===== src/rtl/boot_pkg.sv =====
// Shared types for the I2C boot loader: FSM states, bit-engine
// commands and control-byte direction bits.
package boot_pkg;

  typedef enum logic [3:0] {
    IDLE,
    RECOVER,
    START,
    TX_BYTE,
    TX_ACK,
    RSTART,
    RX_BYTE,
    RX_ACK,
    STOP,
    DONE,
    ERROR
  } state_t;

  typedef enum logic [2:0] {
    CMD_START,
    CMD_STOP,
    CMD_WBIT,
    CMD_RBIT,
    CMD_PULSE
  } cmd_t;

  localparam logic RW_WRITE = 1'b0;
  localparam logic RW_READ  = 1'b1;

endpackage


===== src/rtl/i2c_bit_ctrl.sv =====
// I2C bit engine: runs one START/STOP/data bit per command as four
// QUARTER-long phases and drives the open-drain enables.
module i2c_bit_ctrl
  import boot_pkg::*;
#(
  parameter int QUARTER = 31
) (
  input  logic       clk,
  input  logic       rst,
  input  logic [2:0] cmd,
  input  logic       cmd_valid,
  input  logic       wbit,
  output logic       busy,
  output logic       done,
  output logic       rbit,
  output logic       scl_oe,
  output logic       sda_oe,
  input  logic       sda_i
);

  localparam int QW = (QUARTER > 1) ? $clog2(QUARTER) : 1;

  logic [QW-1:0] qcnt;
  logic [1:0]    phase;
  logic [1:0]    nph;
  logic [2:0]    cmd_r;
  logic          wbit_r;
  logic          scl_q;
  logic          sda_q;
  logic          qlast;
  logic [1:0]    w_first;
  logic [1:0]    w_cur;
  logic [1:0]    w_next;

  // {scl_low, sda_low} for a command in a given phase
  function automatic logic [1:0] wave(
    input logic [2:0] c,
    input logic [1:0] ph,
    input logic       wb
  );
    logic       lo;
    logic [1:0] w;
    lo = (ph < 2'd2);
    case (c)
      CMD_START: w = {(ph == 2'd0) || (ph == 2'd3), ph[1]};
      CMD_STOP:  w = {lo, ph != 2'd3};
      CMD_WBIT:  w = {lo, ~wb};
      default:   w = {lo, 1'b0};
    endcase
    return w;
  endfunction

  assign qlast   = (qcnt == QW'(QUARTER - 1));
  assign nph     = phase + 2'd1;
  assign w_first = wave(cmd, 2'd0, wbit);
  assign w_cur   = wave(cmd_r, phase, wbit_r);
  assign w_next  = wave(cmd_r, nph, wbit_r);

  // Released combinationally so the bus frees on the reset cycle
  assign scl_oe = scl_q & ~rst;
  assign sda_oe = sda_q & ~rst;

  always_ff @(posedge clk) begin
    if (rst) begin
      busy   <= 1'b0;
      done   <= 1'b0;
      rbit   <= 1'b1;
      qcnt   <= '0;
      phase  <= 2'd0;
      cmd_r  <= CMD_PULSE;
      wbit_r <= 1'b1;
      scl_q  <= 1'b0;
      sda_q  <= 1'b0;
    end else begin
      done <= 1'b0;
      if (!busy) begin
        if (cmd_valid) begin
          busy   <= 1'b1;
          cmd_r  <= cmd;
          wbit_r <= wbit;
          qcnt   <= '0;
          phase  <= 2'd0;
          // SCL falls first; SDA follows a clk later inside Q0
          scl_q  <= w_first[1];
        end
      end else begin
        if (phase == 2'd2 && qlast) rbit <= sda_i;
        if (qlast) begin
          qcnt <= '0;
          if (phase == 2'd3) begin
            busy <= 1'b0;
            done <= 1'b1;
          end else begin
            phase          <= nph;
            {scl_q, sda_q} <= w_next;
          end
        end else begin
          qcnt           <= qcnt + 1'b1;
          {scl_q, sda_q} <= w_cur;
        end
      end
    end
  end

endmodule


===== src/rtl/i2c_boot_loader.sv =====
// Boot loader: reads the EEPROM image over I2C after power-up and
// writes it to boot RAM as little-endian 32-bit words.
module i2c_boot_loader
  import boot_pkg::*;
#(
  parameter int         QUARTER   = 31,
  parameter logic [6:0] DEV_ADDR  = 7'h50,
  parameter int         NUM_WORDS = 256,
  parameter int         MAX_RETRY = 3,
  localparam int        AW        = $clog2(NUM_WORDS)
) (
  input  logic          clk,
  input  logic          rst,
  input  logic          start,
  output logic          scl_oe,
  output logic          sda_oe,
  input  logic          sda_i,
  output logic          wr_en,
  output logic [AW-1:0] wr_addr,
  output logic [31:0]   wr_data,
  output logic          boot_complete,
  output logic          boot_error
);

  localparam logic [7:0] CTRL_W = {DEV_ADDR, RW_WRITE};
  localparam logic [7:0] CTRL_R = {DEV_ADDR, RW_READ};
  localparam logic [AW-1:0] LAST_ADDR = AW'(NUM_WORDS - 1);

  state_t     state;
  cmd_t       cmd;
  logic       cmd_valid;
  logic       wbit;
  logic       busy;
  logic       done;
  logic       rbit;
  logic [3:0] cnt;
  logic [1:0] sel;
  logic [1:0] bidx;
  logic [7:0] sh;
  logic [7:0] rx;
  logic [7:0] retry;
  logic [7:0] retry_n;
  logic       fail;
  logic       last;

  assign rx      = {sh[6:0], rbit};
  assign retry_n = retry + 8'd1;
  assign last    = (wr_addr == LAST_ADDR) && (bidx == 2'd3);

  i2c_bit_ctrl #(.QUARTER(QUARTER)) u_bit (
    .clk       (clk),
    .rst       (rst),
    .cmd       (cmd),
    .cmd_valid (cmd_valid),
    .wbit      (wbit),
    .busy      (busy),
    .done      (done),
    .rbit      (rbit),
    .scl_oe    (scl_oe),
    .sda_oe    (sda_oe),
    .sda_i     (sda_i)
  );

  always_ff @(posedge clk) begin
    if (rst) begin
      state         <= IDLE;
      cmd           <= CMD_PULSE;
      cmd_valid     <= 1'b0;
      wbit          <= 1'b1;
      cnt           <= 4'd0;
      sel           <= 2'd0;
      bidx          <= 2'd0;
      sh            <= 8'h00;
      retry         <= 8'd0;
      fail          <= 1'b0;
      wr_en         <= 1'b0;
      wr_addr       <= '0;
      wr_data       <= 32'h0;
      boot_complete <= 1'b0;
      boot_error    <= 1'b0;
    end else begin
      wr_en <= 1'b0;
      if (wr_en && wr_addr != LAST_ADDR) wr_addr <= wr_addr + 1'b1;
      if (cmd_valid && !busy) cmd_valid <= 1'b0;
      unique case (state)
        IDLE, ERROR: if (start) begin
          state     <= RECOVER;
          cnt       <= 4'd0;
          sel       <= 2'd0;
          bidx      <= 2'd0;
          retry     <= 8'd0;
          fail      <= 1'b0;
          wr_addr   <= '0;
          cmd       <= CMD_PULSE;
          cmd_valid <= 1'b1;
        end
        RECOVER: if (done) begin
          cmd_valid <= 1'b1;
          if (cnt == 4'd8) begin
            state <= START;
            cmd   <= CMD_START;
          end else begin
            cnt <= cnt + 1'b1;
            cmd <= CMD_PULSE;
          end
        end
        START: if (done) begin
          state     <= TX_BYTE;
          cnt       <= 4'd0;
          sel       <= 2'd0;
          sh        <= {CTRL_W[6:0], 1'b0};
          wbit      <= CTRL_W[7];
          cmd       <= CMD_WBIT;
          cmd_valid <= 1'b1;
        end
        TX_BYTE: if (done) begin
          cmd_valid <= 1'b1;
          if (cnt == 4'd7) begin
            state <= TX_ACK;
            cmd   <= CMD_RBIT;
          end else begin
            cnt  <= cnt + 1'b1;
            cmd  <= CMD_WBIT;
            wbit <= sh[7];
            sh   <= {sh[6:0], 1'b0};
          end
        end
        TX_ACK: if (done) begin
          cmd_valid <= 1'b1;
          cnt       <= 4'd0;
          if (rbit) begin
            fail  <= 1'b1;
            state <= STOP;
            cmd   <= CMD_STOP;
          end else begin
            sel <= sel + 1'b1;
            unique case (sel)
              2'd0, 2'd1: begin
                state <= TX_BYTE;
                cmd   <= CMD_WBIT;
                wbit  <= 1'b0;
                sh    <= 8'h00;
              end
              2'd2: begin
                state <= RSTART;
                cmd   <= CMD_START;
              end
              default: begin
                state <= RX_BYTE;
                cmd   <= CMD_RBIT;
              end
            endcase
          end
        end
        RSTART: if (done) begin
          state     <= TX_BYTE;
          sh        <= {CTRL_R[6:0], 1'b0};
          wbit      <= CTRL_R[7];
          cmd       <= CMD_WBIT;
          cmd_valid <= 1'b1;
        end
        RX_BYTE: if (done) begin
          sh        <= rx;
          cmd_valid <= 1'b1;
          if (cnt == 4'd7) begin
            state <= RX_ACK;
            cmd   <= CMD_WBIT;
            wbit  <= last;
            bidx  <= bidx + 1'b1;
            wr_data[{bidx, 3'b000} +: 8] <= rx;
            if (bidx == 2'd3) wr_en <= 1'b1;
          end else begin
            cnt <= cnt + 1'b1;
            cmd <= CMD_RBIT;
          end
        end
        // wbit still holds the NACK flag of the final byte
        RX_ACK: if (done) begin
          cmd_valid <= 1'b1;
          cnt       <= 4'd0;
          if (wbit) begin
            state <= STOP;
            cmd   <= CMD_STOP;
          end else begin
            state <= RX_BYTE;
            cmd   <= CMD_RBIT;
          end
        end
        STOP: if (done) begin
          if (!fail) begin
            state         <= DONE;
            boot_complete <= 1'b1;
          end else begin
            retry <= retry_n;
            if (retry_n > 8'(MAX_RETRY)) begin
              state      <= ERROR;
              boot_error <= 1'b1;
            end else begin
              state     <= RECOVER;
              cnt       <= 4'd0;
              sel       <= 2'd0;
              fail      <= 1'b0;
              cmd       <= CMD_PULSE;
              cmd_valid <= 1'b1;
            end
          end
        end
        DONE: ;
        default: state <= IDLE;
      endcase
    end
  end

endmodule

===== config.mk =====
export PLATFORM = sky130hd
export DESIGN_NAME = i2c_boot_loader
export DESIGN_NICKNAME = d
export VERILOG_FILES = /design/src/rtl/boot_pkg.sv /design/src/rtl/i2c_bit_ctrl.sv /design/src/rtl/i2c_boot_loader.sv
export SDC_FILE = /design/constraint.sdc
export NUM_CORES = 1
export LEC_CHECK = 0
export BUFFER_PORTS_ARGS = -buffer_cell sky130_fd_sc_hd__buf_2
export CELL_PAD_IN_SITES_DETAIL_PLACEMENT = 1
export CELL_PAD_IN_SITES_GLOBAL_PLACEMENT = 2
export CORE_MARGIN = 2
export CORE_UTILIZATION = 33
export CTS_BUF_LIST = sky130_fd_sc_hd__clkbuf_8
export CTS_CLUSTER_DIAMETER = 30
export DETAILED_ROUTE_END_ITERATION = 8
export PLACE_DENSITY = 0.83
export SLEW_MARGIN = 30
export SYNTH_ARGS = -nofsm -noshare
export SYNTH_HDL_FRONTEND = slang
export SYNTH_SLANG_ARGS = --single-unit

===== constraint.sdc =====
create_clock -name clk -period 2.3 [get_ports clk]
set_clock_uncertainty 0.15 [all_clocks]
set_input_delay 0.115 -clock clk [delete_from_list [all_inputs] [get_ports clk]]
set_output_delay 0.115 -clock clk [all_outputs]
set_load 0.1 [all_outputs]

# Word-level counts from Yosys, hierarchy flattened
# Index checks and enable logic that the tools add are counted.
[classes]
addsub = 8
order_cmp = 3
n_eq_ne = 52
n_shift = 2
muxes = 116
n_bitwise = 11
n_reduce_logical = 46
[ops]
columns = ["cell", "n"]
rows = [
  ["8-bit two-way mux", 14],
  ["4-bit two-way mux", 24],
  ["8-bit case mux with 5 select lines", 1],
  ["4-bit case mux with 9 select lines", 1],
  ["1-bit two-way mux", 34],
  ["3-bit two-way mux", 11],
  ["32-bit bitwise mux", 1],
  ["2-bit != test, second input constant", 16],
  ["8-bit by 7-bit variable shift with 32-bit output, first input constant", 1],
  ["8-bit by 7-bit indexed part select with 32-bit output", 1],
  ["2-bit two-way mux", 15],
  ["2-bit by 1-bit != test with 1-bit output, second input constant", 12],
  ["3-bit case mux with 8 select lines", 1],
  ["4-bit by 3-bit equality test with 1-bit output, second input constant", 5],
  ["4-bit case mux with 5 select lines", 1],
  ["9-bit AND reduction", 2],
  ["8-bit by 1-bit adder with 8-bit output, second input constant", 2],
  ["4-bit equality test, second input constant", 4],
  ["8-bit case mux with 2 select lines", 1],
  ["5-bit two-way mux", 3],
  ["2-bit case mux with 3 select lines", 2],
  ["12-bit AND reduction", 1],
  ["4-bit AND reduction", 3],
  ["11-bit AND reduction", 1],
  ["43 further kinds", 81],
]
[word_totals]
reg_bits = 93
out_inout_bits = 45
word_cells = 262

# Logic depth before layout (Yosys ltp)
[logic_depth]
ltp_word = 7
mapped_depth = 9
mapped_depth_nobuf = 8

# Cells and area by module
# A second synthesis with hierarchy kept.
[hier_totals]
hier_cells = 607
area_unflattened_um2 = 4879.7
[modules_own_cells]
columns = ["module", "n_inst", "cells_per_inst", "area_each_um2"]
rows = [
  ["i2c_boot_loader", 1, 506, 3992.6],
  ["i2c_bit_ctrl", 1, 101, 887.1],
]

# Worst setup path after synthesis
# Ideal clock, no wire load.
[synth_timing]
path_kind = "register to register"
from = "reg wr_addr[0]"
to = "reg wr_addr[6]"
setup_ns = 0.121
arrival_time_ns = 2.231
required_ns = 2.029
setup_slack_ns = -0.202
stages_incl_launch_ff = 8
synth_period_minus_slack_ns = 2.502
cell_sequence = "dfxtp_1 -> ha_1 -> nand3_1 -> o21ai_1 -> nor2_1 -> and4_1 -> xnor2_1 -> nor2_1"
[synth_between]
elab_chain_cells = 5
word_cells_on_any_way = 6
[synth_rtl]
columns = ["item", "line_no", "rtl"]
rows = [
  ["from (decl)", "i2c_boot_loader.sv:19", "output logic [AW-1:0] wr_addr,"],
  ["from (signal assigned)", "i2c_boot_loader.sv:83", "if (wr_en && wr_addr != LAST_ADDR) wr_addr <= wr_addr + 1'b1;"],
  ["branches (longest 2 deep; another with 8-bit by 1-bit adder with 8-bit output)", "n/a", ""],
  ["8-bit two-way mux (*)", "i2c_boot_loader.sv:83", ""],
  ["8-bit two-way mux", "i2c_boot_loader.sv:86", "IDLE, ERROR: if (start) begin"],
  ["8-bit two-way mux (*)", "i2c_boot_loader.sv:85", "unique case (state)"],
]
# Mark *: on every way between the ends.
# A chain may end at the register's enable or synchronous reset.

# Worst setup path in the final report
[layout_timing]
from = "reg retry[3]"
to = "reg sel[0]"
[layout_between]
elab_chain_cells = 4
[layout_rtl]
columns = ["item", "line_no", "rtl"]
rows = [
  ["from (decl)", "i2c_boot_loader.sv:41", "logic [7:0] retry;"],
  ["from (signal assigned)", "i2c_boot_loader.sv:194", "retry <= retry_n;"],
  ["8-bit by 1-bit adder with 8-bit output", "i2c_boot_loader.sv:47", "assign retry_n = retry + 8'd1;"],
  ["8-bit by 2-bit greater-than comparator with 1-bit output", "i2c_boot_loader.sv:195", "if (retry_n > 8'(MAX_RETRY)) begin"],
  ["2-bit != test (no line)", "n/a", ""],
  ["8-bit AND reduction (no line)", "n/a", ""],
  ["to (signal assigned)", "i2c_boot_loader.sv:136", "sel <= sel + 1'b1;"],
  ["to (decl)", "i2c_boot_loader.sv:37", "logic [1:0] sel;"],
]
# No other way between the ends.

==> impl_metrics.env <==
export IMPL_run_status="complete, no violations"
export IMPL_synth_main_ff_cell="dfxtp_1"
export IMPL_synth_cell_types=62
export IMPL_net_switching_power_uw=1569
export IMPL_p_int_uw=2628
export IMPL_total_area_of_multi_input_combinational_cells_um2=2816
export IMPL_firstDrtPassIters=4
export IMPL_finalSetupViolations=0
export IMPL_number_of_vias_in_the_routed_layout=4737
export IMPL_layout_area_overhead_vs_synth_pct=19.67
export IMPL_yosys_warnings=0
export IMPL_timing_final_crit_share_pct=96.05
export IMPL_die_w_um=125.0
export IMPL_timing_worst_slew_pin_value_ns=0.5839
export IMPL_cts_htree_levels=3
export IMPL_place_detailed_instances=856
export IMPL_sequential_cell_area_um2=1877
export IMPL_clk_path_buf_depth=2
export IMPL_critPathMaxFanout=7
export IMPL_clkPwrFrac_pct=25.2
export IMPL_critical_path_arrival_ns=2.39
export IMPL_number_of_nets_in_the_synthesized_netlist=639
export IMPL_grt_pass1_vias=4621
export IMPL_gr_total_overflow=0
export IMPL_syn_area_um2=4833
export IMPL_wirelength_routed_um=14810
export IMPL_avgSynthCellArea_um2=7.859
export IMPL_post_dp_cell_area_um2=5502
export IMPL_combinationalPowerShare_pct=31.8
export IMPL_final_layout_size_suffix_gt1_share_pct=20.12
export IMPL_power_sequential_fraction_pct=43.0
export IMPL_timing_setup_critical_path_class="flop to flop"
export IMPL_yosys_register_bits=93
export IMPL_gp_routability_congestion=0.8933
export IMPL_edff_count_synth=0
export IMPL_core_rowCount=44
export IMPL_worst_ep_required_time_ns=2.48
export IMPL_floorplan_die_area_um2=15630
export IMPL_endpoint_kind="flop"
export IMPL_design_area_um2=5784
export IMPL_fp_dieH_um=125.0
export IMPL_antenna_viol_nets_final=0
export IMPL_async_flop_share_pct=0
export IMPL_count_of_input_and_output_buffers=48
export IMPL_drt_iter0_markers=278
export IMPL_pre_cts_ws_ns=-0.09263
export IMPL_max_slew_margin_pct=60.84
export IMPL_cts_root_buffer="clkbuf_8"
export IMPL_dp_final_hpwl_um=10840
export IMPL_finalHoldViolations=0
export IMPL_synthesis_instances=615
export IMPL_ff2ff_path_depth=8
export IMPL_p_leak_uw=0.002228
export IMPL_whs_path_depth=4
export IMPL_clock_buffer_count_from_cts=9
export IMPL_setup_worst_path_start_class="flop"
export IMPL_diodes=0
export IMPL_clock_tree_from_tritoncts="built"
export IMPL_peakVddDrop_mv=0.3929
export IMPL_netSwitchingFraction_pct=37.38
export IMPL_worst_setup_hold_path_clk_slew_ns=0.10
export IMPL_drc=0
export IMPL_clkLatencyLatePin_ns=0.39
export IMPL_grt_max_degree=74
export IMPL_io_pins=49
export IMPL_max_clock_freq_mhz=452.6
export IMPL_finish_cell_count_without_fillers=875
export IMPL_initial_utilization_pct=33.51
export IMPL_report_power_total_uw=4198
export IMPL_antenna_found_initial=0
export IMPL_timing_max_transition_violations_final=0
export IMPL_routed_via_density=5.414
export IMPL_numClockSinks=93
export IMPL_synth_sequential_area_ratio_pct=38.52
export IMPL_maxCapViolations=0
export IMPL_grt_first_pass_wirelength_um=23700
export IMPL_powerDensity_nw_per_um2=725.7
export IMPL_final_setup_worst_slack_ns=0.09075
export IMPL_fill_cells=1767
export IMPL_finalCoreUtilization_pct=40.10
export IMPL_period_minus_slack_ns=2.209
export IMPL_worst_hold_path_type="input pin to flop"
export IMPL_core_region_area_um2=14420
export IMPL_routedWlPerCell_um=16.92
export IMPL_fin_nets=710
export IMPL_global_route_usage_total_pct=18.49
-- logic make-up (layout without fill, tap and decap cells) --
family,Yosys count,in the layout,share of synthesized area [%]
AO/OA/AOI/OAI,151,151,19.62
XOR/XNOR,10,10,1.812
adder cells (fa/ha/maj),21,21,5.410
buffers and inverters,55,131,4.556
flip-flops,93,93,38.52
multiplexers,17,17,3.805
AND/OR/NAND/NOR,268,268,26.27
-- cells in the final DEF, fill, tap and decap left out, drive strengths merged, types with 12 or more instances in the layout --
| cell type | netlist | routed |
|---|---|---|
| ha | 20 | 20 |
| nand2 | 77 | 77 |
| mux2i | 15 | 15 |
| a21oi | 71 | 71 |
| dfxtp | 93 | 93 |
| o21ai | 19 | 19 |
| nor2 | 66 | 66 |
| nor3 | 16 | 16 |
| inv | 21 | 25 |
| and2 | 12 | 12 |
| nand3 | 51 | 51 |
| buf | 16 | 91 |
-- worst max-delay path, cell delays in order (launching register included) --
cell      delay (ns)
dfxtp_1         0.49
nand3_2         0.16
or3_4           0.39
o211ai_1        0.19
buf_4           0.20
o31ai_2         0.07
buf_4           0.15
a211o_1         0.29
nand2_1         0.06
-- synth_stat cells (all sizes together), types with 6 or more instances --
| master | count | area share (%) |
|---|---|---|
| dfxtp | 93 | 39 |
| nand2 | 77 | 6.0 |
| a21oi | 71 | 7.4 |
| nor2 | 66 | 5.1 |
| nand3 | 51 | 5.3 |
| inv | 21 | 1.6 |
| ha | 20 | 5.2 |
| o21ai | 19 | 2.0 |
| clkbuf | 17 | 1.3 |
| buf | 16 | 1.5 |
| nor3 | 16 | 1.7 |
| mux2i | 15 | 3.1 |
| and2 | 12 | 1.6 |
| o211ai | 9 | 1.4 |
| a31oi | 8 | 1.0 |
| nor3b | 7 | 1.1 |
| nand3b | 6 | 0.93 |
| o31ai | 6 | 1.0 |
| xnor2 | 6 | 1.1 |
-- repair_timing --
| action | CTS | global route |
|---|---|---|
| buffers inserted | 0 | 1 |
| endpoints found under the hold margin | 9 | 0 |
| hold buffers | 2 | 0 |
| resized for setup | 2 | 20 |
| pin swaps | 1 | 4 |
| endpoints found under the setup margin | 5 | 49 |
-- stage by stage --
step | hold slack, ns | TNS, ns
finish | 0.1266 | 0
global route | 0.1798 | -0.005722
global placement | 0.1987 | 0
floorplan | 0.09011 | 0
CTS | 0.1039 | 0
detailed placement | 0.2227 | -0.2507
-- power groups by stage --
| stage | clock network (uW) | registers (uW) | logic [uW] |
|---|---|---|---|
| floorplan | 0 | 1780 | 916 |
| global route | 1160 | 1820 | 1470 |
| finish | 1060 | 1800 | 1340 |
| CTS | 1090 | 1800 | 1280 |
| detailed placement | 0 | 1840 | 1270 |
| global placement | 0 | 1830 | 1220 |
-- cell type report --
type                       count  share of cell area (%)
multi-input combinational    467                   48.69
tap                          184                   3.980
timing repair buffer          93                   10.36
inverter                      22                   1.428
clock inverter                 7                  0.9518
clock buffer                   9                   2.141
sequential                    93                   32.45
-- metal layers --
layer | wire, um | vias to the layer above | part of all wire [%] | track usage, %
li1 | - | 2326 | - | -
met1 | 7000 | 2317 | 47 | 25.31
met2 | 6877 | 80 | 46 | 30.05
met3 | 711 | 14 | 4.8 | 2.867
met4 | 218 | 0 | 1.5 | 5.817
met5 | 0 | - | 0 | 0
-- final timing paths --
check,startpoint,slack (ns),endpoint
max,retry[3],0.09,sel[0]
min,start,0.13,bidx[0]
max reg2reg,retry[3],0.09,sel[0]
min reg2reg,wr_data[22],0.30,wr_data[22]
-- sequential cells by signal, summed over array words and instances, names as in the netlist --
register / flops
bidx: 2
boot_complete: 1
boot_error: 1
cmd: 3
cmd_valid: 1
cnt: 4
fail: 1
retry: 8
sel: 2
sh: 8
state: 4
u_bit.busy: 1
u_bit.cmd_r: 3
u_bit.done: 1
u_bit.phase: 2
u_bit.qcnt: 5
u_bit.rbit: 1
u_bit.scl_q: 1
u_bit.sda_q: 1
u_bit.wbit_r: 1
wbit: 1
wr_addr: 8
wr_data: 32
wr_en: 1
(Power assumes the default switching activity.)
